### src/rtl/stopwatch_bcd_core.sv
// stopwatch_bcd_core: BCD 00.00-99.99 up/down stopwatch core; optional lap hold under STOPWATCH_LAP_EN
module stopwatch_bcd_core #(
  parameter int TICK_DIV = 1_000_000,
  parameter int TW = $clog2(TICK_DIV)
) (
  input  logic       clk,
  input  logic       reset,
  input  logic       start,
  input  logic       m,
`ifdef STOPWATCH_LAP_EN
  input  logic       lap,
`endif
  output logic [3:0] d3,
  output logic [3:0] d2,
  output logic [3:0] d1,
  output logic [3:0] d0,
  output logic [2:0] state
);
  localparam logic [2:0] IDLE = 3'd0;
  localparam logic [2:0] RUN = 3'd1;
  localparam logic [2:0] PAUSE = 3'd2;
  localparam logic [2:0] DONE = 3'd3;
  logic [2:0] r_state, w_state_nxt;
  logic [TW-1:0] r_tick, w_tick_nxt;
  logic [15:0] r_cnt, w_cnt_nxt, w_step, w_disp;
  logic r_start_q, r_mode, w_sedge, w_tick, w_term;
  function automatic logic [15:0] bcd_step(input logic [15:0] v, input logic dn);
    logic [15:0] r;
    logic c;
    r = v;
    c = 1'b1;
    for (int i = 0; i < 4; i++) begin
      if (c) begin
        if (dn) begin
          c = r[4*i+:4] == 4'd0;
          r[4*i+:4] = c ? 4'd9 : r[4*i+:4] - 4'd1;
        end else begin
          c = r[4*i+:4] == 4'd9;
          r[4*i+:4] = c ? 4'd0 : r[4*i+:4] + 4'd1;
        end
      end
    end
    return r;
  endfunction
  assign w_sedge = start & ~r_start_q;
  assign w_tick = (r_state == RUN) && (r_tick == TW'(TICK_DIV - 1));
  assign w_step = bcd_step(r_cnt, r_mode);
  assign w_term = w_tick && (w_step == (r_mode ? 16'h0000 : 16'h9999));
  // state register
  always_ff @(posedge clk)
    r_state <= reset ? IDLE : w_state_nxt;
  // next state; a terminal tick overrides a simultaneous start edge
  always_comb begin
    w_state_nxt = r_state;
    case (r_state)
      IDLE:    w_state_nxt = w_sedge ? RUN : IDLE;
      RUN:     w_state_nxt = w_term ? DONE : (w_sedge ? PAUSE : RUN);
      PAUSE:   w_state_nxt = w_sedge ? RUN : PAUSE;
      default: w_state_nxt = w_sedge ? IDLE : r_state;
    endcase
  end
  // datapath next values: reload in IDLE, step on tick in RUN, hold otherwise
  always_comb begin
    w_cnt_nxt = (r_state == IDLE) ? (m ? 16'h9999 : 16'h0000) : (w_tick ? w_step : r_cnt);
    w_tick_nxt = (r_state == IDLE) ? '0 : (r_state == RUN) ? (w_tick ? '0 : r_tick + TW'(1)) : r_tick;
  end
  // datapath registers
  always_ff @(posedge clk) begin
    if (reset) begin
      r_cnt <= '0;
      r_tick <= '0;
      r_start_q <= 1'b0;
      r_mode <= 1'b0;
    end else begin
      r_cnt <= w_cnt_nxt;
      r_tick <= w_tick_nxt;
      r_start_q <= start;
      r_mode <= (r_state == IDLE && w_sedge) ? m : r_mode;
    end
  end
`ifdef STOPWATCH_LAP_EN
  logic r_lap_q, r_hold, w_hold_nxt;
  logic [15:0] r_disp;
  // lap edge in RUN toggles the hold; leaving for IDLE or DONE always releases it
  always_comb
    w_hold_nxt = (w_state_nxt == IDLE || w_state_nxt == DONE) ? 1'b0 :
                 (r_state == RUN && lap && !r_lap_q) ? !r_hold : r_hold;
  // display register doubles as the snapshot while the hold stays set
  always_ff @(posedge clk) begin
    if (reset) begin
      r_lap_q <= 1'b0;
      r_hold <= 1'b0;
      r_disp <= '0;
    end else begin
      r_lap_q <= lap;
      r_hold <= w_hold_nxt;
      r_disp <= (w_hold_nxt && r_hold) ? r_disp : w_cnt_nxt;
    end
  end
  assign w_disp = r_disp;
`else
  assign w_disp = r_cnt;
`endif
  assign {d3, d2, d1, d0} = w_disp;
  assign state = r_state;
endmodule
### config.mk
export PLATFORM = sky130hd
export DESIGN_NAME = stopwatch_bcd_core
export DESIGN_NICKNAME = d
export VERILOG_FILES = /design/src/rtl/stopwatch_bcd_core.sv
export SDC_FILE = /design/constraint.sdc
export NUM_CORES = 1
export LEC_CHECK = 0
export ABC_AREA = 1
export CAP_MARGIN = 5
export CORE_AREA = 2 2 104 56
export CTS_BUF_LIST = sky130_fd_sc_hd__clkbuf_4 sky130_fd_sc_hd__clkbuf_8 sky130_fd_sc_hd__clkbuf_16
export DETAILED_ROUTE_END_ITERATION = 8
export DIE_AREA = 0 0 106 58
export GPL_TIMING_DRIVEN = 0
export PLACE_DENSITY = 0.86
export SETUP_SLACK_MARGIN = 0.05
export SYNTH_ARGS = -nofsm -noshare
export SYNTH_HDL_FRONTEND = slang
export SYNTH_SLANG_ARGS = --single-unit
### constraint.sdc
create_clock -name clk -period 1.6 [get_ports clk]
set_input_delay 0.48 -clock clk [delete_from_list [all_inputs] [get_ports clk]]
set_output_delay 0.48 -clock clk [all_outputs]
set_load 0.01 [all_outputs]
==> impl_metrics.csv <==
group,metric,value,unit
status,status,"finished, violations left",
status,violations,"design-rule violations, negative setup slack",
synthesis,avgSynthCellArea,6.28,um^2
routing,wire_per_inst,26.1,um
clocking,htree_levels,2,
routing,ant_nets,0,
worst_setup_path,worstPathRequired,1.83,ns
sta,slew_headroom,62.6,%
worst_hold_path,hp-class,"reg2reg",
synthesis,yosysWarningCount,0,
place,place_inst,509,
die,initial_core_util,49.6,%
worst_setup_path,critPathSlowestCell,"dfxtp_4",
worst_setup_path,end_kind,"flip-flop",
die,rows,19,
die,die_x,106,um
clocking,cts_tree,"done",
place,hpwl,5530,um
final_layout,fin_util,84.2,%
worst_setup_path,cp.arrival,2.41,ns
worst_setup_path,crit_family,"simple AND/OR/NAND/NOR gates",
final_layout,mostFrequentLayoutCell,"nand2_1",
sta,whs,0.507,ns
power_and_ir_drop,cellLeakagePower,1.81,nW
die,core_area,5250,um^2
final_layout,fin_cells,589,
sta,max_clock_freq,458,MHz
place,port_buffers,21,
sta,clock_skew,0.0108,ns
routing,wirelength,15400,um
worst_setup_path,crit_buf_inv,3,
routing,drc,136,
synthesis,synthFlopType,"dfxtp_1",
worst_setup_path,crit_path_start_kind,"flip-flop",
synthesis,synth_edf_count,0,
final_layout,fin_nets,520,
sta,worst_slew_pin_slew,0.560,ns
synthesis,ys_seq_elements,40,
worst_setup_path,worstPathCellList,"buf_6, nand2_4, nand2_8, inv_8, buf_4, nand2_1, nand2_1, nor2_1, nand3_2, nor2_2, nand3_2, a21oi_2",
synthesis,synthesis.nets,420,
final_layout,drive_gt1_share,50.0,%
sta,setup_tns,-11.60,ns
grt,grt_max_degree,14,
routing,drtIter0Drc,986,
synthesis,yosysTopAreaCell,"dfxtp_1",
grt,gr-total-overflow,0,
clocking,numCtsBuffers,5,
clocking,root_buffer,"clkbuf_8",
clocking,cts_hold_buffers,0,
synthesis,yosysUniqueCellTypes,39,
clocking,clk_pin_slew,0.09,ns
final_layout,area_delta_synth_final,69.8,%
synthesis,yosys.area.top_type_share,30.7,%
sta,min_period,2.18,ns
sta,finalHoldViolations,0,
sta,drv_slew,0,
place,post-place-ws,-0.363,ns
place,place.gp.congestion,0.952,
routing,drtPass1Iterations,9,
grt,track_usage,34.1,%
worst_setup_path,worst-setup-path-type,"reg2reg",
grt,grt_antenna_before_repair,0,
run,maxCapViolations,0,
routing,viasPerCell,7.08,
sta,finalCritPeriodShare,137,%
die,io_pins,23,
sta,setup_ws,-0.584,ns
synthesis,synthTopCellsByArea,"dfxtp_1, nand2_1, nand3_1, nor2_1, a21oi_1",
worst_setup_path,crit_fanout,5,
grt,grt_pass1_wl,16100,um
synthesis,syn_area,2610,um^2
clocking,ctsLongestPathBuffers,2,
synthesis,ys_async_sr_fraction,0,%
clocking,clock_latency,0.31,ns
synthesis,syn_inst,415,
grt,grt_pass1_vias,3236,
sta,setup_viol,34,
synthesis,yosysSeqAreaShare,30.7,%
sta,rsz0062_at_grt,"true",
die,die_height,58,um
power_and_ir_drop,ir_worst_vdd,0.865,mV
final_layout,mostFrequentLayoutCells,"nand2_1, buf_4, nand3_1, inv_1",
power_and_ir_drop,power_density,748,nW/um^2
clocking,cts_sinks,40,
final_layout,diodes,0,
die,die-area,6150,um^2
worst_setup_path,max_stage_delay,0.46,ns
routing,num_vias,4168,
what timing repair did:
item                       CTS  global route
hold endpoints to repair     0             0
cloned                       2             1
gates resized for setup    128           120
pin swaps                   33            52
setup endpoints to repair   51            38
buffers inserted            43            29
power breakdown:
group | internal (mW) | switching [mW]
clock network | 0.642 | 0.420
registers | 1.02 | 0.0715
logic | 0.437 | 0.723
total | 2.10 | 1.22
routing by layer:
metal,vias to the layer above,part of all wire [%],global-route usage (%)
li1,1585,-,-
met1,1813,33,45.0
met2,534,38,53.9
met3,236,18,8.77
met4,0,11,14.5
met5,-,0,0
synth_stat cells, types with 5 or more instances:
master	number
a31oi_1	6
nor2_2	6
xor2_1	5
dfxtp_1	40
nand2_2	5
nor2_1	54
o21ai_0	26
a21oi_1	27
o21ai_1	5
inv_2	5
nand4_1	7
inv_1	36
nand3_1	43
nor3_1	7
nand2_1	106
registers in the layout, indices dropped and copies added, names as in the netlist:
| name | count |
|---|---|
| r_mode | 1 |
| r_tick | 20 |
| r_start_q | 1 |
| r_cnt | 16 |
| state | 2 |
area by class of cell:
type / instances / area [um^2]
multi-input combinational: 324 / 2190
clock inverter: 2 / 60.1
buffer: 9 / 110
clock buffer: 6 / 76.3
tap: 73 / 91.3
fill: 240 / 828
sequential: 40 / 873
timing repair buffer: 93 / 843
inverter: 42 / 185
path summary, 6_finish.rpt:
check | cells past startpoint | slack, ns | start | to
worst max-delay path | 12 | -0.58 | r_mode$_SDFFE_PP0P_ | state[0]$_SDFFE_PP0P_
worst min-delay path | 1 | 0.51 | r_tick[7]$_SDFFE_PP0P_ | r_tick[7]$_SDFFE_PP0P_
worst max register to register | 12 | -0.58 | r_mode$_SDFFE_PP0P_ | state[0]$_SDFFE_PP0P_
worst min register to register | 1 | 0.51 | r_tick[7]$_SDFFE_PP0P_ | r_tick[7]$_SDFFE_PP0P_
cells by family (layout without fill, tap and decap cells):
logic type	count (synthesis)	count (layout)	share of synthesized area, %
simple gates	240	240	42.0
compound gates	76	76	16.2
fa+ha+maj	1	1	0.480
flops	40	40	30.7
xor+xnor	6	6	2.02
buf+inv	51	152	8.40
other cells	1	1	0.144
metrics by stage:
| stage | power [mW] | area [um^2] |
|---|---|---|
| 3_5_place_dp | 1.69 | 3000 |
| 3_3_place_gp | 1.68 | 3000 |
| 6_report | 3.31 | 4430 |
| 5_1_grt | 3.35 | 4430 |
| 4_1_cts | 2.91 | 3850 |
| 2_1_floorplan | 1.51 | 2700 |
No activity file was read; power rests on OpenSTA's default activity.
